<file path="src/rtl/reg_file_dumper_pkg.sv">
// Shared types and constants for the register-file dump engine.
package reg_file_dumper_pkg;

    localparam int REG_ADDR_WIDTH     = 5;
    localparam int NUM_GPR            = 32;
    localparam int DEFAULT_DATA_WIDTH = 32;

    typedef enum logic [1:0] {
        ST_IDLE,
        ST_FETCH,
        ST_SEND,
        ST_DONE
    } state_e;

endpackage

</file>
<file path="src/rtl/reg_file_dumper_if.sv">
// Valid/ready stream carrying dumped register words (and optional checksum beat).
interface reg_file_dumper_if
    import reg_file_dumper_pkg::*;
#(
    parameter int DATA_WIDTH = DEFAULT_DATA_WIDTH,
    parameter int ADDR_WIDTH = REG_ADDR_WIDTH
);

    logic                  out_valid;
    logic                  out_ready;
    logic [DATA_WIDTH-1:0] out_data;
    logic [ADDR_WIDTH-1:0] out_addr;
    logic                  out_last;
    logic                  out_csum;

    modport master (
        output out_valid, out_data, out_addr, out_last, out_csum,
        input  out_ready
    );

    modport slave (
        input  out_valid, out_data, out_addr, out_last, out_csum,
        output out_ready
    );

endinterface

</file>
<file path="src/rtl/reg_file_dumper.sv">
// Walks the register file through one read port and streams every word out.
// Define REG_FILE_DUMPER_CSUM_EN to append an XOR checksum beat after the last register.
module reg_file_dumper
    import reg_file_dumper_pkg::*;
#(
    parameter int DATA_WIDTH = DEFAULT_DATA_WIDTH,
    parameter int NUM_REGS   = NUM_GPR,
    parameter int ADDR_WIDTH = REG_ADDR_WIDTH
) (
    input  logic                  clk,
    input  logic                  rst_n,
    input  logic                  start,
    output logic [ADDR_WIDTH-1:0] rd_addr,
    input  logic [DATA_WIDTH-1:0] rd_data,
    output logic                  busy,
    output logic                  done,
    reg_file_dumper_if.master     out_if
);

    localparam logic [ADDR_WIDTH-1:0] LAST_IDX = ADDR_WIDTH'(NUM_REGS - 1);

    state_e                state_q, state_d;
    logic [ADDR_WIDTH-1:0] index_q, index_d;
    logic [ADDR_WIDTH-1:0] rd_addr_q, rd_addr_d;
    logic                  busy_q, busy_d;
    logic                  out_valid_q, out_valid_d;
    logic [DATA_WIDTH-1:0] out_data_q, out_data_d;
    logic [ADDR_WIDTH-1:0] out_addr_q, out_addr_d;
    logic                  out_last_q, out_last_d;
    logic                  out_csum_q, out_csum_d;
    logic                  at_last;
    logic                  beat_taken;

`ifdef REG_FILE_DUMPER_CSUM_EN
    logic [DATA_WIDTH-1:0] csum_q, csum_d;
    logic                  csum_phase_q, csum_phase_d;
`endif

    assign at_last    = (index_q == LAST_IDX);
    assign beat_taken = out_valid_q && out_if.out_ready;

    // NOTE: every _d gets its hold value first, so no path through the case infers a latch.
    always_comb begin
        state_d     = state_q;
        index_d     = index_q;
        rd_addr_d   = rd_addr_q;
        busy_d      = busy_q;
        out_valid_d = out_valid_q;
        out_data_d  = out_data_q;
        out_addr_d  = out_addr_q;
        out_last_d  = out_last_q;
        out_csum_d  = out_csum_q;
`ifdef REG_FILE_DUMPER_CSUM_EN
        csum_d       = csum_q;
        csum_phase_d = csum_phase_q;
`endif

        case (state_q)
            ST_IDLE: begin
                if (start) begin
                    index_d   = '0;
                    rd_addr_d = '0;
                    busy_d    = 1'b1;
                    state_d   = ST_FETCH;
`ifdef REG_FILE_DUMPER_CSUM_EN
                    csum_d       = '0;
                    csum_phase_d = 1'b0;
`endif
                end
            end

            ST_FETCH: begin
                out_valid_d = 1'b1;
                state_d     = ST_SEND;
`ifdef REG_FILE_DUMPER_CSUM_EN
                if (csum_phase_q) begin
                    out_data_d = csum_q;
                    out_addr_d = '0;
                    out_last_d = 1'b1;
                    out_csum_d = 1'b1;
                end else begin
                    out_data_d = rd_data;
                    out_addr_d = index_q;
                    out_last_d = 1'b0;
                    out_csum_d = 1'b0;
                    csum_d     = csum_q ^ rd_data;
                end
`else
                out_data_d = rd_data;
                out_addr_d = index_q;
                out_last_d = at_last;
                out_csum_d = 1'b0;
`endif
            end

            ST_SEND: begin
                if (beat_taken) begin
                    out_valid_d = 1'b0;
                    if (out_last_q) begin
                        state_d = ST_DONE;
                    end else begin
                        state_d = ST_FETCH;
`ifdef REG_FILE_DUMPER_CSUM_EN
                        // After the final register the index parks; the next fetch emits the checksum.
                        if (at_last) begin
                            csum_phase_d = 1'b1;
                        end else begin
                            index_d   = index_q + ADDR_WIDTH'(1);
                            rd_addr_d = index_q + ADDR_WIDTH'(1);
                        end
`else
                        index_d   = index_q + ADDR_WIDTH'(1);
                        rd_addr_d = index_q + ADDR_WIDTH'(1);
`endif
                    end
                end
            end

            ST_DONE: begin
                busy_d    = 1'b0;
                index_d   = '0;
                rd_addr_d = '0;
                state_d   = ST_IDLE;
            end

            default: state_d = ST_IDLE;
        endcase
    end

    // NOTE: all state, including the output register, clears asynchronously so a reset mid-dump aborts at once.
    always_ff @(posedge clk or negedge rst_n) begin
        if (!rst_n) begin
            state_q     <= ST_IDLE;
            index_q     <= '0;
            rd_addr_q   <= '0;
            busy_q      <= 1'b0;
            out_valid_q <= 1'b0;
            out_data_q  <= '0;
            out_addr_q  <= '0;
            out_last_q  <= 1'b0;
            out_csum_q  <= 1'b0;
        end else begin
            state_q     <= state_d;
            index_q     <= index_d;
            rd_addr_q   <= rd_addr_d;
            busy_q      <= busy_d;
            out_valid_q <= out_valid_d;
            out_data_q  <= out_data_d;
            out_addr_q  <= out_addr_d;
            out_last_q  <= out_last_d;
            out_csum_q  <= out_csum_d;
        end
    end

`ifdef REG_FILE_DUMPER_CSUM_EN
    always_ff @(posedge clk or negedge rst_n) begin
        if (!rst_n) begin
            csum_q       <= '0;
            csum_phase_q <= 1'b0;
        end else begin
            csum_q       <= csum_d;
            csum_phase_q <= csum_phase_d;
        end
    end
`endif

    assign rd_addr          = rd_addr_q;
    assign busy             = busy_q;
    assign done             = (state_q == ST_DONE);
    assign out_if.out_valid = out_valid_q;
    assign out_if.out_data  = out_data_q;
    assign out_if.out_addr  = out_addr_q;
    assign out_if.out_last  = out_last_q;
    assign out_if.out_csum  = out_csum_q;

endmodule
</file>
<file path="src/flat_wrapper.sv">
// flat-port wrapper written by rule: the top's interface ports become plain ports
module reg_file_dumper_flat import reg_file_dumper_pkg::*;
#(
    parameter int DATA_WIDTH = DEFAULT_DATA_WIDTH,
    parameter int NUM_REGS   = NUM_GPR,
    parameter int ADDR_WIDTH = REG_ADDR_WIDTH
)
  (clk, rst_n, start, rd_addr, rd_data, busy, done, out_if_out_valid, out_if_out_data, out_if_out_addr, out_if_out_last, out_if_out_csum, out_if_out_ready);
  reg_file_dumper_if #(.DATA_WIDTH(DATA_WIDTH), .ADDR_WIDTH(ADDR_WIDTH)) out_if_i ();
  input  logic clk;
  input  logic rst_n;
  input  logic start;
  output logic [ADDR_WIDTH-1:0] rd_addr;
  input  logic [DATA_WIDTH-1:0] rd_data;
  output logic busy;
  output logic done;
  output wire logic [$bits(out_if_i.out_valid)-1:0] out_if_out_valid;
  output wire logic [$bits(out_if_i.out_data)-1:0] out_if_out_data;
  output wire logic [$bits(out_if_i.out_addr)-1:0] out_if_out_addr;
  output wire logic [$bits(out_if_i.out_last)-1:0] out_if_out_last;
  output wire logic [$bits(out_if_i.out_csum)-1:0] out_if_out_csum;
  input wire logic [$bits(out_if_i.out_ready)-1:0] out_if_out_ready;
  assign out_if_out_valid = out_if_i.out_valid;
  assign out_if_out_data = out_if_i.out_data;
  assign out_if_out_addr = out_if_i.out_addr;
  assign out_if_out_last = out_if_i.out_last;
  assign out_if_out_csum = out_if_i.out_csum;
  assign out_if_i.out_ready = out_if_out_ready;
  reg_file_dumper #(.DATA_WIDTH(DATA_WIDTH), .NUM_REGS(NUM_REGS), .ADDR_WIDTH(ADDR_WIDTH)) u_core (.clk(clk), .rst_n(rst_n), .start(start), .rd_addr(rd_addr), .rd_data(rd_data), .busy(busy), .done(done), .out_if(out_if_i));
endmodule
</file>
<file path="config.mk">
export PLATFORM = sky130hd
export DESIGN_NAME = reg_file_dumper_flat
export DESIGN_NICKNAME = d
export VERILOG_FILES = /design/src/rtl/reg_file_dumper_pkg.sv /design/src/rtl/reg_file_dumper_if.sv /design/src/rtl/reg_file_dumper.sv /design/src/flat_wrapper.sv
export SDC_FILE = /design/constraint.sdc
export NUM_CORES = 1
export LEC_CHECK = 0
export CORE_UTILIZATION = 38
export DETAILED_ROUTE_END_ITERATION = 7
export GPL_ROUTABILITY_DRIVEN = 0
export HOLD_SLACK_MARGIN = 0.12
export PLACE_DENSITY = 0.82
export SETUP_SLACK_MARGIN = 0.5
export SYNTH_ARGS = -nofsm -noshare
export SYNTH_HDL_FRONTEND = slang
export SYNTH_SLANG_ARGS = --single-unit
</file>
<file path="constraint.sdc">
create_clock -name clk -period 1.5 [get_ports clk]
set_clock_uncertainty 0.1 [all_clocks]
set_input_delay 0.375 -clock clk [delete_from_list [all_inputs] [get_ports clk]]
set_output_delay 0.375 -clock clk [all_outputs]
set_load 0.01 [all_outputs]
</file>
==> metrics, run 1 <==
count leader, synth dfrtp_1; final period utilization 100.4%; CP cell instances buf_6 > ha_4 > and3_4 > ha_4 > mux2i_1 > o2bb2ai_1; switch share 20.23%; Synth Instances ~130; Worst Path Arrival 1580 ps; fin util 74.34%; sequential fraction of the synthesis area 60.68%; Synth area leaders dfrtp_1, mux2_2, mux2_4, o2bb2ai_1, ha_1; wirelength, routed about 5.5 mm; Routed WL per cell around 16 um; worst reg-to-reg setup slack -7 ps; slowest stage cell on the critical path dfrtp_2; top cell types by occurrence after synthesis dfrtp_1, mux2_2, mux2_4; die width 73.42 um; Fill cells 338; CTS Buf Count 5; Reg power frac a little under 60%; post-synthesis net count between 150 and 200; cell repeated most along the worst path ha_4; grt met3 use around 4.3%; critical path's top delay family flip-flops; CTS sink count 47; clock root cell clkbuf_8; Setup crit start kind register; die extent in y 73.42 um; Syn-to-layout area delta 84.76%; pins over their slew limit 0; Skew-Pair Late Insertion Delay just under 300 ps; Req. time, crit path approximately 1600 ps; largest net degree at the start of global routing 27; antenna-violating nets left 0; Yosys reg bits between 40 and 50; Most Crowded Layer GR met2; setup ws final -6.562 ps; Final HPWL DP between 3 and 4 mm; Post-Synthesis Cell Area 1938 um2; met1 Use GR a little under a quarter; Setup violations, final 1; minimum clock period 1507 ps; Buf/Inv on CP 1; Max Root-Sink Buffers 2; CP Class reg2reg; leading area contributor after synthesis dfrtp_1; status finished, violations left; max_cap viols 0; Avg Cell Area, Syn roughly 16 um2; failing checks setup timing; worst vdd ir roughly 0.00034 V; Switch Pwr roughly 0.44 mW; Worst Path Max Fanout 2; met2 usage approximately 34%; vias 1581; first-pass GRT wire length approximately 7.6 mm; initial antenna violation count 0; share of layout cells above drive strength 1 64.60%; port buffer count 81; I/O pins 83; initial DRC count 49; Post-synth top flop dfrtp_1; die area 5390 um2; initial core utilization around two fifths; drt drc 0; Final Hold Fails 0; Max H-tree Level 2; CTS tree done; Yosys Warn Count 0; CTS clock-pin slew for the worst setup and hold paths 80 ps; num rows 25; GRT Overall Usage 19.11%; Peak Freq between 600 and 700 MHz; part of the power in combinational logic 6.4%; Critical Path Max Stage Delay approximately 430 ps; vias in the first global route about 1600; Hold Crit Class reg2reg; remaining global-route overflow 0; Post-synth EDFFs 0; Pre-Repair DR Iteration Count 3; RSZ-0062 raised after global routing true; Synth top area share 60.68%; routed vias/inst 4.636; total power about 2.2 mW; leakage around 1.8 nW; Ant. Diodes 0; pwr/cell area between 600 and 700 nW/um2; Synth cell types 29; # nets final between 300 and 400; Clock power frac a little over a third; P_int roughly 1.7 mW; fraction of registers with async set/reset 100.0%; core area around 4800 um2; Crit. End Element register
==> power by group through the flow <==
| stage | clock (mW) | combinational, mW | sequential [mW] |
|---|---|---|---|
| floorplan | 0 | 0.00532 | 1.29 |
| global route | 0.827 | 0.149 | 1.27 |
| finish | 0.752 | 0.138 | 1.27 |
| detailed placement | 0 | 0.129 | 1.29 |
| global placement | 0 | 0.127 | 1.29 |
| CTS | 0.784 | 0.130 | 1.27 |
==> registers in the layout, summed over array words and instances (netlist names) <==
name,cells
u_core.busy,1
u_core.out_if.out_valid,1
u_core.index_q,5
u_core.out_if.out_last,1
u_core.state_q,2
u_core.out_if.out_addr,5
u_core.out_if.out_data,32
==> routing by layer <==
layer / vias up / routed length [um] / part of all wire, %
li1: 742 / - / -
met1: 776 / 2316 / 42
met2: 56 / 2845 / 51
met3: 7 / 323 / 5.8
met5: - / 0 / 0
met4: 0 / 64 / 1.2
==> worst paths after layout <==
path	startpoint	to	depth (start not counted)
hold reg to reg	u_core.out_if.out_data[6]$_DFFE_PN0P_	u_core.out_if.out_data[6]$_DFFE_PN0P_	1
max in group asynchronous	rst_n	u_core.out_if.out_valid$_DFFE_PN0P_	3
hold / removal	u_core.out_if.out_data[6]$_DFFE_PN0P_	u_core.out_if.out_data[6]$_DFFE_PN0P_	1
setup / recovery	u_core.index_q[1]$_DFFE_PN0P_	u_core.index_q[4]$_DFFE_PN0P_	6
min in group asynchronous	rst_n	u_core.out_if.out_addr[4]$_DFFE_PN0P_	3
setup reg to reg	u_core.index_q[1]$_DFFE_PN0P_	u_core.index_q[4]$_DFFE_PN0P_	6
==> kinds of logic (layout without fill, tap and decap cells) <==
group / Yosys count / in the layout / synth area share, %
other: 1 / 1 / 0.1935
DFF: 47 / 47 / 60.68
AOI/OAI and AO/OA: 11 / 11 / 4.390
buffers and inverters: 7 / 156 / 2.904
and+or+nand+nor: 15 / 15 / 4.778
muxes: 40 / 40 / 24.85
xor gates and xnor gates: 2 / 2 / 0.9040
adders and majority gates: 2 / 2 / 1.291
==> cells in the final DEF (no fill, tap or decap), types with 2 or more instances in the layout <==
cell type         n
ha_4              2
buf_12            5
a21oi_2           2
inv_2             2
dfrtp_1          44
mux2i_1           2
mux2_4           38
nand2_1           2
nand3_2           2
dfrtp_2           3
clkbuf_16         2
buf_4            45
buf_2            34
o2bb2ai_2         2
clkbuf_8          6
clkdlybuf4s50_1  32
buf_6            24
o2bb2ai_1         3
dlygate4sd2_1     2
==> repair_timing <==
action,CTS,global route
setup buffers,27,15
endpoints found under the setup margin,93,140
hold buffers,1,0
gates resized for setup,209,29
pin swaps,8,6
cloned,1,3
hold endpoints to repair,47,0
==> final cells by class <==
class	instances	area, um2	area share (%)
clock inverter	1	5.005	0.1398
multi-input combinational	71	903.4	25.23
clock buffer	6	82.58	2.306
sequential	47	1180	32.95
inverter	2	7.507	0.2096
timing repair buffer	147	1319	36.83
tap	67	83.83	2.341
==> per-stage QoR <==
step,instances,hold WS (ps),cell area (um2),setup slack (ps),TNS (ps)
floorplan,125,-20.59,2046,91.78,0
global placement,287,272.9,3043,-189.8,-426.1
detailed placement,287,280.5,3043,-216.5,-619.5
CTS,323,410.2,3262,16.11,0
global route,341,418.9,3581,-62.86,-690.8
finish,341,408.0,3581,-6.562,-6.562
Power figures use the tool's default switching activity.
==> inputs of run 2 (changes only) <==
==> constraint.sdc (replaced) <==
create_clock -name clk -period 1.35 [get_ports clk]
set_clock_uncertainty 0.1 [all_clocks]
set_input_delay 0.3375 -clock clk [delete_from_list [all_inputs] [get_ports clk]]
set_output_delay 0.3375 -clock clk [all_outputs]
set_load 0.01 [all_outputs]
==> run 2 against run 1 <==
Compared with the run above: the flow finishes with violations (hold timing, setup timing); final area up 0.11%; flip-flop and latch count unchanged; non-clock buffer count shrank 2; cell count fell by 0.29%; combinational power up 16%; clock-buffer cell count down 1; clock power rose by 12%; via count down 0.57%; critical path type unchanged; largest cell class unchanged.
==> metrics, run 2 (synthesis gave the netlist of run 1 again) <==
initial core utilization 40.23% (unchanged); Skew-Pair Late Insertion Delay 290 ps (about the same); Hold Crit Class in2async; P_int 1.873 mW (+8.9%); vias 1572 (-0.57%); CTS Buf Count 5 (unchanged); Syn-to-layout area delta 84.96%; Reg power frac 58.4% (-0.3 points); CP cell instances buf_6 > nor2_4 > buf_12 > clkbuf_16 > mux2_4; die area 5390 um2 (unchanged); I/O pins 83 (unchanged); pins over their slew limit 0 (unchanged); area of the multi-input gates 900.9 um2 (-0.28%); final period utilization 110.6% (+10 points); Peak Freq 669.5 MHz (+0.86%); failing checks hold timing, setup timing; initial antenna violation count 0 (unchanged); Max H-tree Level 2 (unchanged); Switch Pwr 0.5343 mW (+23%); initial DRC count 59 (+20%); worst vdd ir 0.0004845 V (+40%); slowest stage cell on the critical path dfrtp_2; Setup violations, final 41 (+40); GRT Overall Usage 19.36% (+0.25 points); most frequent cells in the layout buf_4, dfrtp_1, mux2_4, clkdlybuf4s50_1, buf_2; first-pass GRT wire length 7.783 mm (+2.4%); Max Root-Sink Buffers 2 (unchanged); # nets final 310 (-0.64%); CTS tree done; CTS clock-pin slew for the worst setup and hold paths 90 ps (about the same); hold slack -63.63 ps (-471.6 ps); clock root cell clkbuf_8; Pre-Repair DR Iteration Count 4 (+1); total power 2.407 mW (+12%); Req. time, crit path 1430 ps (-150 ps); leakage 1.818 nW (-0.91%); Hold Buf Count CTS 1 (unchanged); max reg flops 32 (unchanged); Critical Path Max Stage Delay 440 ps (about the same); Worst Path Arrival 1570 ps (about the same); core area 4817 um2 (unchanged); Final HPWL DP 3.316 mm (+2.4%); antenna-violating nets left 0 (unchanged); Crit. End Element register; remaining global-route overflow 0 (unchanged); setup ws final -143.7 ps (-137.1 ps); drt drc 0 (unchanged); Setup crit start kind register; die width 73.42 um (unchanged); minimum clock period 1494 ps (-12.87 ps); RSZ-0062 raised after global routing true; Worst Path Max Fanout 7 (+5); Clock power frac 35.0% (about the same); vias in the first global route 1581 (+0.83%); wirelength, routed 5.447 mm (-1.8%); status finished, violations left; Routed WL per cell 16.02 um (-1.5%); part of the power in combinational logic 6.6% (+0.2 points); largest net degree at the start of global routing 33 (+22%); CTS sink count 47 (unchanged); post-place setup slack -336.2 ps (-119.7 ps); num rows 25 (unchanged); switch share 22.20% (+2.0 points); Ant. Diodes 0 (unchanged); CP Class reg2reg; Final Hold Fails 47 (+47); Fill cells 320 (-5.3%); die extent in y 73.42 um (unchanged); Register Area 1182 um2 (+0.21%); most common cell after layout, fill and taps aside buf_4; max_cap viols 0 (unchanged); port buffer count 81 (unchanged); share of layout cells above drive strength 1 65.57% (+0.97 points); pwr/cell area 671.5 nW/um2 (+12%); routed vias/inst 4.624 (-0.28%)
## run 2: final cells by class
cell class / count / share of cell area (%)
Clock inverter: 3 / 0.5585
Clock buffer: 5 / 1.920
Timing Repair Buffer: 145 / 36.79
Inverter: 2 / 0.2792
Multi-Input combinational cell: 71 / 25.13
Tap cell: 67 / 2.339
Sequential cell: 47 / 32.98
## run 2: worst max-delay path, delay by kind of cell, from the launching register on
| kind | cells | cell delay, ps |
|---|---|---|
| buffers and inverters | 3 | 440 |
| DFF | 1 | 440 |
| muxes | 1 | 300 |
| and+or+nand+nor | 1 | 90 |
## run 2: path summary, 6_finish.rpt
path                            depth (start not counted)  slack (ps)                               endpoint                                   from
worst max-delay path                                    5        -140  u_core.out_if.out_data[0]$_DFFE_PN0P_          u_core.state_q[1]$_DFFE_PN0P_
worst min-delay path                                    2         -60          u_core.index_q[2]$_DFFE_PN0P_                                  rst_n
worst max register to register                          5        -140  u_core.out_if.out_data[0]$_DFFE_PN0P_          u_core.state_q[1]$_DFFE_PN0P_
worst min register to register                          1         410  u_core.out_if.out_data[4]$_DFFE_PN0P_  u_core.out_if.out_data[4]$_DFFE_PN0P_
max in group asynchronous                               2        1000  u_core.out_if.out_data[3]$_DFFE_PN0P_                                  rst_n
min in group clk                                        1         410  u_core.out_if.out_data[4]$_DFFE_PN0P_  u_core.out_if.out_data[4]$_DFFE_PN0P_
## run 2: through the flow
stage | instances | setup TNS (ps) | cell area, um2 | utilization (%)
3_5_place_dp | 293 | -6411 | 3107 | 64.49
2_1_floorplan | 125 | -606.9 | 2052 | -
5_1_grt | 340 | -6727 | 3585 | 74.42
3_3_place_gp | 293 | -5766 | 3107 | 64.49
4_1_cts | 321 | -4963 | 3279 | 68.08
6_report | 340 | -4821 | 3585 | 74.42
## run 2: metal layers
layer / GRT usage [%] / vias to the layer above / share of wire (%)
li1: - / 740 / -
met1: 24.53 / 770 / 44
met2: 33.44 / 57 / 50
met3: 3.978 / 5 / 4.9
met4: 5.769 / 0 / 0.97
met5: 0 / - / 0
## run 2: repair_timing
| item | CTS | global route |
|---|---|---|
| gates resized for setup | 215 | 21 |
| pin swaps | 7 | 5 |
| setup endpoints to repair | 93 | 140 |
| cloned | 1 | 4 |
| buffers inserted | 18 | 16 |
| hold endpoints to repair | 47 | 47 |
## run 2: power groups by stage
stage          clock network (mW)  logic [mW]  registers, mW
2_1_floorplan                   0     0.00591           1.43
3_3_place_gp                    0       0.141           1.43
3_5_place_dp                    0       0.144           1.43
4_1_cts                     0.861       0.147           1.41
5_1_grt                     0.914       0.172           1.41
6_report                    0.841       0.160           1.41
==> inputs of run 3 (changes only) <==
--- a/config.mk
+++ b/config.mk
@@ -5,6 +5,7 @@
 export SDC_FILE = /design/constraint.sdc
 export NUM_CORES = 1
 export LEC_CHECK = 0
+export ABC_AREA = 0
 export CORE_UTILIZATION = 38
 export DETAILED_ROUTE_END_ITERATION = 7
 export GPL_ROUTABILITY_DRIVEN = 0
==> results of run 3 <==
No change in the layout: final DEF, timing and power equal those of run 2.
